<file path="config.mk">
export PLATFORM = sky130hd
export DESIGN_NAME = multi_alarm_ctrl
export DESIGN_NICKNAME = d
export VERILOG_FILES = /design/src/rtl/multi_alarm_ctrl.sv
export SDC_FILE = /design/constraint.sdc
export NUM_CORES = 1
export LEC_CHECK = 0
export BUFFER_PORTS_ARGS = -buffer_cell sky130_fd_sc_hd__buf_4
export CORE_UTILIZATION = 47
export CTS_BUF_LIST = sky130_fd_sc_hd__clkbuf_4 sky130_fd_sc_hd__clkbuf_8
export DETAILED_ROUTE_END_ITERATION = 7
export PLACE_DENSITY = 0.74
export SETUP_SLACK_MARGIN = 0.4
export SYNTH_ARGS = -nofsm -noshare
export SYNTH_HDL_FRONTEND = slang
export SYNTH_SLANG_ARGS = --single-unit
</file>
<file path="constraint.sdc">
create_clock -name clk -period 6.6 [get_ports clk]
set_clock_uncertainty 0.05 [all_clocks]
set_input_delay 0.99 -clock clk [delete_from_list [all_inputs] [get_ports clk]]
set_output_delay 0.99 -clock clk [all_outputs]
set_load 0.02 [all_outputs]
</file>
<file path="src/rtl/multi_alarm_ctrl.sv">
// multi_alarm_ctrl: N-slot alarm manager with ring/snooze/dismiss FSM; optional ALARM_WEEKDAY_EN adds per-slot day masks
module multi_alarm_ctrl #(
    parameter int N_ALARM        = 4,
    parameter int SNOOZE_MIN     = 5,
    parameter int RING_TIMEOUT_S = 60,
    localparam int IDXW = (N_ALARM > 1) ? $clog2(N_ALARM) : 1
) (
    input  logic            clk,
    input  logic            rst_n,
    input  logic            tick_1hz,
    input  logic [15:0]     time_now,
`ifdef ALARM_WEEKDAY_EN
    input  logic [2:0]      day_now,
    input  logic [6:0]      wr_days,
    output logic [6:0]      rd_days,
`endif
    input  logic            wr_en,
    input  logic [IDXW-1:0] wr_idx,
    input  logic [15:0]     wr_time,
    input  logic            wr_arm,
    input  logic [IDXW-1:0] rd_idx,
    output logic [15:0]     rd_time,
    output logic            rd_arm,
    input  logic            snooze,
    input  logic            dismiss,
    output logic            ring,
    output logic [IDXW-1:0] ring_idx,
    output logic            led,
    output logic            snoozed
);
    typedef enum logic [1:0] {IDLE, RING, SNOOZE} state_t;
    state_t               state;
    logic [15:0]          slot_time [N_ALARM];
    logic [N_ALARM-1:0]   slot_arm;
    logic [15:0]          time_prev, snooze_time;
    logic [7:0]           sec_cnt, snz_min, snz_hour;
    logic [N_ALARM-1:0]   hit;
    logic [IDXW-1:0]      winner;
    logic                 new_min, wr_ok, disarm, any_hit, rd_ok;
`ifdef ALARM_WEEKDAY_EN
    logic [6:0]           slot_days [N_ALARM];
    logic [7:0]           day_mask;
`endif

    assign new_min = time_now != time_prev;
    assign wr_ok   = wr_en && wr_time[15:8] <= 8'd23 && wr_time[7:0] <= 8'd59 && int'(wr_idx) < N_ALARM;
    assign disarm  = wr_ok && !wr_arm && wr_idx == ring_idx;
    assign any_hit = |hit;
    assign rd_ok   = int'(rd_idx) < N_ALARM;
    assign rd_time = rd_ok ? slot_time[rd_idx] : 16'h0000;
    assign rd_arm  = rd_ok ? slot_arm[rd_idx] : 1'b0;
`ifdef ALARM_WEEKDAY_EN
    assign rd_days = rd_ok ? slot_days[rd_idx] : 7'h00;
`endif

    // Per-slot match on minute entry; the lowest matching index wins
    always_comb begin
        hit    = '0;
        winner = '0;
`ifdef ALARM_WEEKDAY_EN
        day_mask = 8'h00;
`endif
        for (int i = 0; i < N_ALARM; i++) begin
`ifdef ALARM_WEEKDAY_EN
            day_mask = {1'b0, slot_days[i]};
            hit[i] = new_min && slot_arm[i] && slot_time[i] == time_now && day_mask[day_now];
`else
            hit[i] = new_min && slot_arm[i] && slot_time[i] == time_now;
`endif
        end
        for (int i = N_ALARM - 1; i >= 0; i--)
            if (hit[i]) winner = IDXW'(i);
    end

    // Snooze wake time: add SNOOZE_MIN with minute and hour wrap
    always_comb begin
        snz_min  = time_now[7:0] + 8'(SNOOZE_MIN);
        snz_hour = time_now[15:8];
        if (snz_min >= 8'd60) begin
            snz_min  = snz_min - 8'd60;
            snz_hour = snz_hour + 8'd1;
        end
        if (snz_hour >= 8'd24) snz_hour = 8'd0;
    end

    // Slot storage, ignoring out-of-range times and indices
    always_ff @(posedge clk or negedge rst_n) begin
        if (!rst_n) begin
            slot_arm <= '0;
            for (int i = 0; i < N_ALARM; i++) begin
                slot_time[i] <= 16'h0000;
`ifdef ALARM_WEEKDAY_EN
                slot_days[i] <= 7'h7F;
`endif
            end
        end else if (wr_ok) begin
            slot_time[wr_idx] <= wr_time;
            slot_arm[wr_idx]  <= wr_arm;
`ifdef ALARM_WEEKDAY_EN
            slot_days[wr_idx] <= wr_days;
`endif
        end
    end

    // Ring/snooze/dismiss FSM with registered outputs
    always_ff @(posedge clk or negedge rst_n) begin
        if (!rst_n) begin
            state       <= IDLE;
            ring        <= 1'b0;
            led         <= 1'b0;
            snoozed     <= 1'b0;
            ring_idx    <= '0;
            sec_cnt     <= '0;
            snooze_time <= '0;
            time_prev   <= '0;
        end else begin
            time_prev <= time_now;
            case (state)
                IDLE: if (any_hit) begin
                    state    <= RING;
                    ring_idx <= winner;
                    sec_cnt  <= '0;
                    ring     <= 1'b1;
                    led      <= 1'b1;
                end
                RING: if (dismiss || disarm) begin
                    state   <= IDLE;
                    ring    <= 1'b0;
                    led     <= 1'b0;
                    sec_cnt <= '0;
                end else if (snooze) begin
                    state       <= SNOOZE;
                    snooze_time <= {snz_hour, snz_min};
                    ring        <= 1'b0;
                    led         <= 1'b0;
                    snoozed     <= 1'b1;
                    sec_cnt     <= '0;
                end else if (tick_1hz) begin
                    if (sec_cnt >= 8'(RING_TIMEOUT_S - 1)) begin
                        state   <= IDLE;
                        ring    <= 1'b0;
                        led     <= 1'b0;
                        sec_cnt <= '0;
                    end else begin
                        sec_cnt <= sec_cnt + 8'd1;
                        led     <= ~led;
                    end
                end
                SNOOZE: if (dismiss || disarm) begin
                    state   <= IDLE;
                    snoozed <= 1'b0;
                end else if (any_hit || (new_min && time_now == snooze_time)) begin
                    state    <= RING;
                    ring_idx <= any_hit ? winner : ring_idx;
                    sec_cnt  <= '0;
                    ring     <= 1'b1;
                    led      <= 1'b1;
                    snoozed  <= 1'b0;
                end
                default: state <= IDLE;
            endcase
        end
    end
endmodule
</file>
==> flow_metrics.py <==
metrics = {
    "power_and_ir_drop": {
        "leakage_uw": 0.00333,
        "cellPowerDensity_mw_per_mm2": 216,
        "vdd_drop_max_v": 0.000170,
    },
    "sta": {
        "slew_headroom": 0.328,
        "tightest_slew_ps": 1010,
        "period_share": 0.490,
        "max_freq_ghz": 0.309,
        "setup_ws_ps": 3370,
        "finalCriticalPeriod_ps": 3230,
        "drv_slew": 0,
        "finalSetupViolations": 0,
        "rsz0062_at_grt": "false",
        "setup_tns_ps": 0,
        "hold_violations": 0,
    },
    "grt": {
        "grt_antenna_before_repair": 0,
        "gr-total-overflow": 0,
        "grt_pass1_wl_um": 24400,
        "grt_usage": 0.232,
        "grt_pass1_vias": 4632,
        "grt_max_degree": 69,
    },
    "cts": {
        "htree_levels": 4,
        "cts_buffers": 17,
        "clk_pin_slew_worst_paths_ps": 60,
        "root_buffer": "clkbuf_8",
        "clock_sinks": 115,
        "cts_tree": "done",
        "post-cts-setup-buffers": 0,
        "cts_buffer_depth": 2,
        "clkLatencyLatePin_ps": 440,
        "ctsResizeCount": 0,
        "cts_hold_buf": 0,
    },
    "placed_design": {
        "io_buffers": 64,
        "dpl.cell_count": 760,
        "dpl_worst_slack_ps": 2930,
        "dp_hpwl_um": 11000,
        "gp_congestion": 0.909,
    },
    "routing": {
        "avgViaCountPerCell": 5.69,
        "post-route-drc-count": 0,
        "wl_per_cell_um": 19.2,
        "firstDrtPassIters": 5,
        "wl_um": 15200,
        "postRouteAntennaNets": 0,
        "vias": 4486,
        "drt_iter0_markers": 348,
    },
    "synth": {
        "synth_top_area_cell": "dfrtp_1",
        "yosysUniqueCellTypes": 54,
        "synth_edf_count": 0,
        "async_flop_share": 1.00,
        "synth-main-ff-cell": "dfrtp_1",
        "ys_ff_latch": 115,
        "synthTopCellsByArea": "dfrtp_1 45%, mux2_2 9.1%, xor2_1 8.3%, xnor2_1 7.0%, mux4_2 6.0%",
        "syn_avg_cell_area_um2": 11.6,
        "netlist_area_mm2": 0.00634,
        "syn_inst": 546,
        "synth_warnings": 0,
        "syn-num-nets": 593,
        "synth_top_area_frac": 0.454,
        "yosysSeqAreaShare": 0.454,
    },
    "final_layout": {
        "layout_common_cells": "115 x dfrtp_1, 67 x buf_4, 60 x xor2_1",
        "multiInputGateArea_mm2": 0.00324,
        "n_fill_cell": 1116,
        "syn_to_final_growth_pct": 14.2,
        "antennaDiodeCount": 0,
        "nNetsFinal": 650,
        "final_cells": 789,
        "seqCellArea_mm2": 0.00288,
        "drive_gt1_frac": 0.287,
        "final_common_cell": "dfrtp_1",
    },
    "run_status": {
        "status": "finished clean",
    },
    "setup_path": {
        "end_kind": "flop",
        "crit_path_max_fanout": 26,
        "cp.arrival_ps": 3470,
        "rrSetupSlack_ps": 3810,
        "reg2reg_from": "ring_idx[0]$_DFFE_PN0P_",
        "crit_required_ps": 6840,
        "r2r_cells": 7,
        "startpoint_type": "input port",
        "r2r_end": "snooze_time[12]$_DFFE_PN0P_",
        "crit_type": "input port to flop",
    },
    "floorplan": {
        "die_h_um": 118,
        "num_io_pins": 65,
        "dieArea_mm2": 0.0140,
        "die_w_um": 118,
        "start_util": 0.480,
        "num_rows": 42,
        "core_mm2": 0.0132,
    },
    "worst_hold_path": {
        "hold_path_startpoint": "snooze_time[6]$_DFFE_PN0P_",
        "min_to": "snooze_time[6]$_DFFE_PN0P_",
        "min_path_type": "flop to flop",
        "hold_path_depth": 2,
    },
    "run": {
        "maxCapViolations": 0,
    },
}
flip-flops by register name, summed over array words and instances (netlist names):
| signal | cells |
|---|---|
| ring | 1 |
| snoozed | 1 |
| led | 1 |
| snooze_time | 16 |
| ring_idx | 2 |
| state | 2 |
| time_prev | 16 |
| slot_time | 64 |
| slot_arm | 4 |
| sec_cnt | 8 |
cell usage after synthesis (all sizes together), types with 3 or more instances:
cell,number
nor2b,18
mux4,17
xnor2,51
and2,10
dfrtp,115
a31oi,3
o22ai,5
ha,4
xor2,60
nand2,39
nand4,14
nor3,5
mux2i,4
clkbuf,9
inv,8
o21ai,17
a21oi,15
or4,3
nor2,14
buf,20
nand3,11
o31ai,6
o211ai,4
and3,4
mux2,52
nor4,18
cells by family after synthesis:
family          synth area share
compound gates            0.0648
flops                      0.454
simple gates               0.127
fa+ha+maj                0.00790
mux                        0.159
xor+xnor                   0.153
buf+inv                   0.0342
worst max-delay path by stage:
stage | startpoint | endpoint | slack, ps | cells after the start
final | wr_time[12] | snooze_time[11]$_DFFE_PN0P_ | 3370 | 8
after detailed placement | wr_time[12] | snooze_time[11]$_DFFE_PN0P_ | 2930 | 8
after global routing | wr_time[5] | snooze_time[8]$_DFFE_PN0P_ | 3100 | 8
after floorplan | rd_idx[1] | rd_time[10] | 2960 | 3
after CTS | wr_time[12] | snooze_time[11]$_DFFE_PN0P_ | 3390 | 8
after global placement | wr_time[12] | snooze_time[11]$_DFFE_PN0P_ | 3030 | 8
critical path: stages:
cell and delay [ps]:
buf_4 120, a211oi_1 350, and3_1 400, a21oi_1 210, nand3_1 700, nor2_1 110
a21oi_1 380, o21ai_0 190
per-stage QoR:
stage          power (uW)  area (um^2)   util  hold WS [ps]
2_1_floorplan         890         6340      -           415
3_3_place_gp          964         6870  0.521           435
3_5_place_dp          970         6870  0.521           439
4_1_cts              1580         7240  0.549           453
5_1_grt              1630         7240  0.549           474
6_report             1560         7240  0.549           450
layout make-up:
| class | instances | area share |
|---|---|---|
| clock inverters | 5 | 0.00726 |
| well taps | 176 | 0.0304 |
| multi-input cells | 394 | 0.448 |
| clock buffers | 24 | 0.0430 |
| flip-flops and latches | 115 | 0.398 |
| repair buffers | 67 | 0.0695 |
| inverters | 8 | 0.00415 |
power by group:
group / switching (uW) / total [uW] / internal [uW]
clock network: 267 / 609 / 342
registers: 21.8 / 752 / 730
logic: 112 / 204 / 92.4
total: 401 / 1560 / 1160
per-layer routing:
layer  share of wire  routed length (um)  vias to the layer above  GRT usage
li1                -                   -                     2042          -
met1            0.43                6550                     2289      0.289
met2            0.50                7650                      133      0.392
met3           0.044                 661                       22     0.0514
met4           0.021                 317                        0     0.0905
met5               0                   0                        -          0
(Power assumes the default switching activity.)
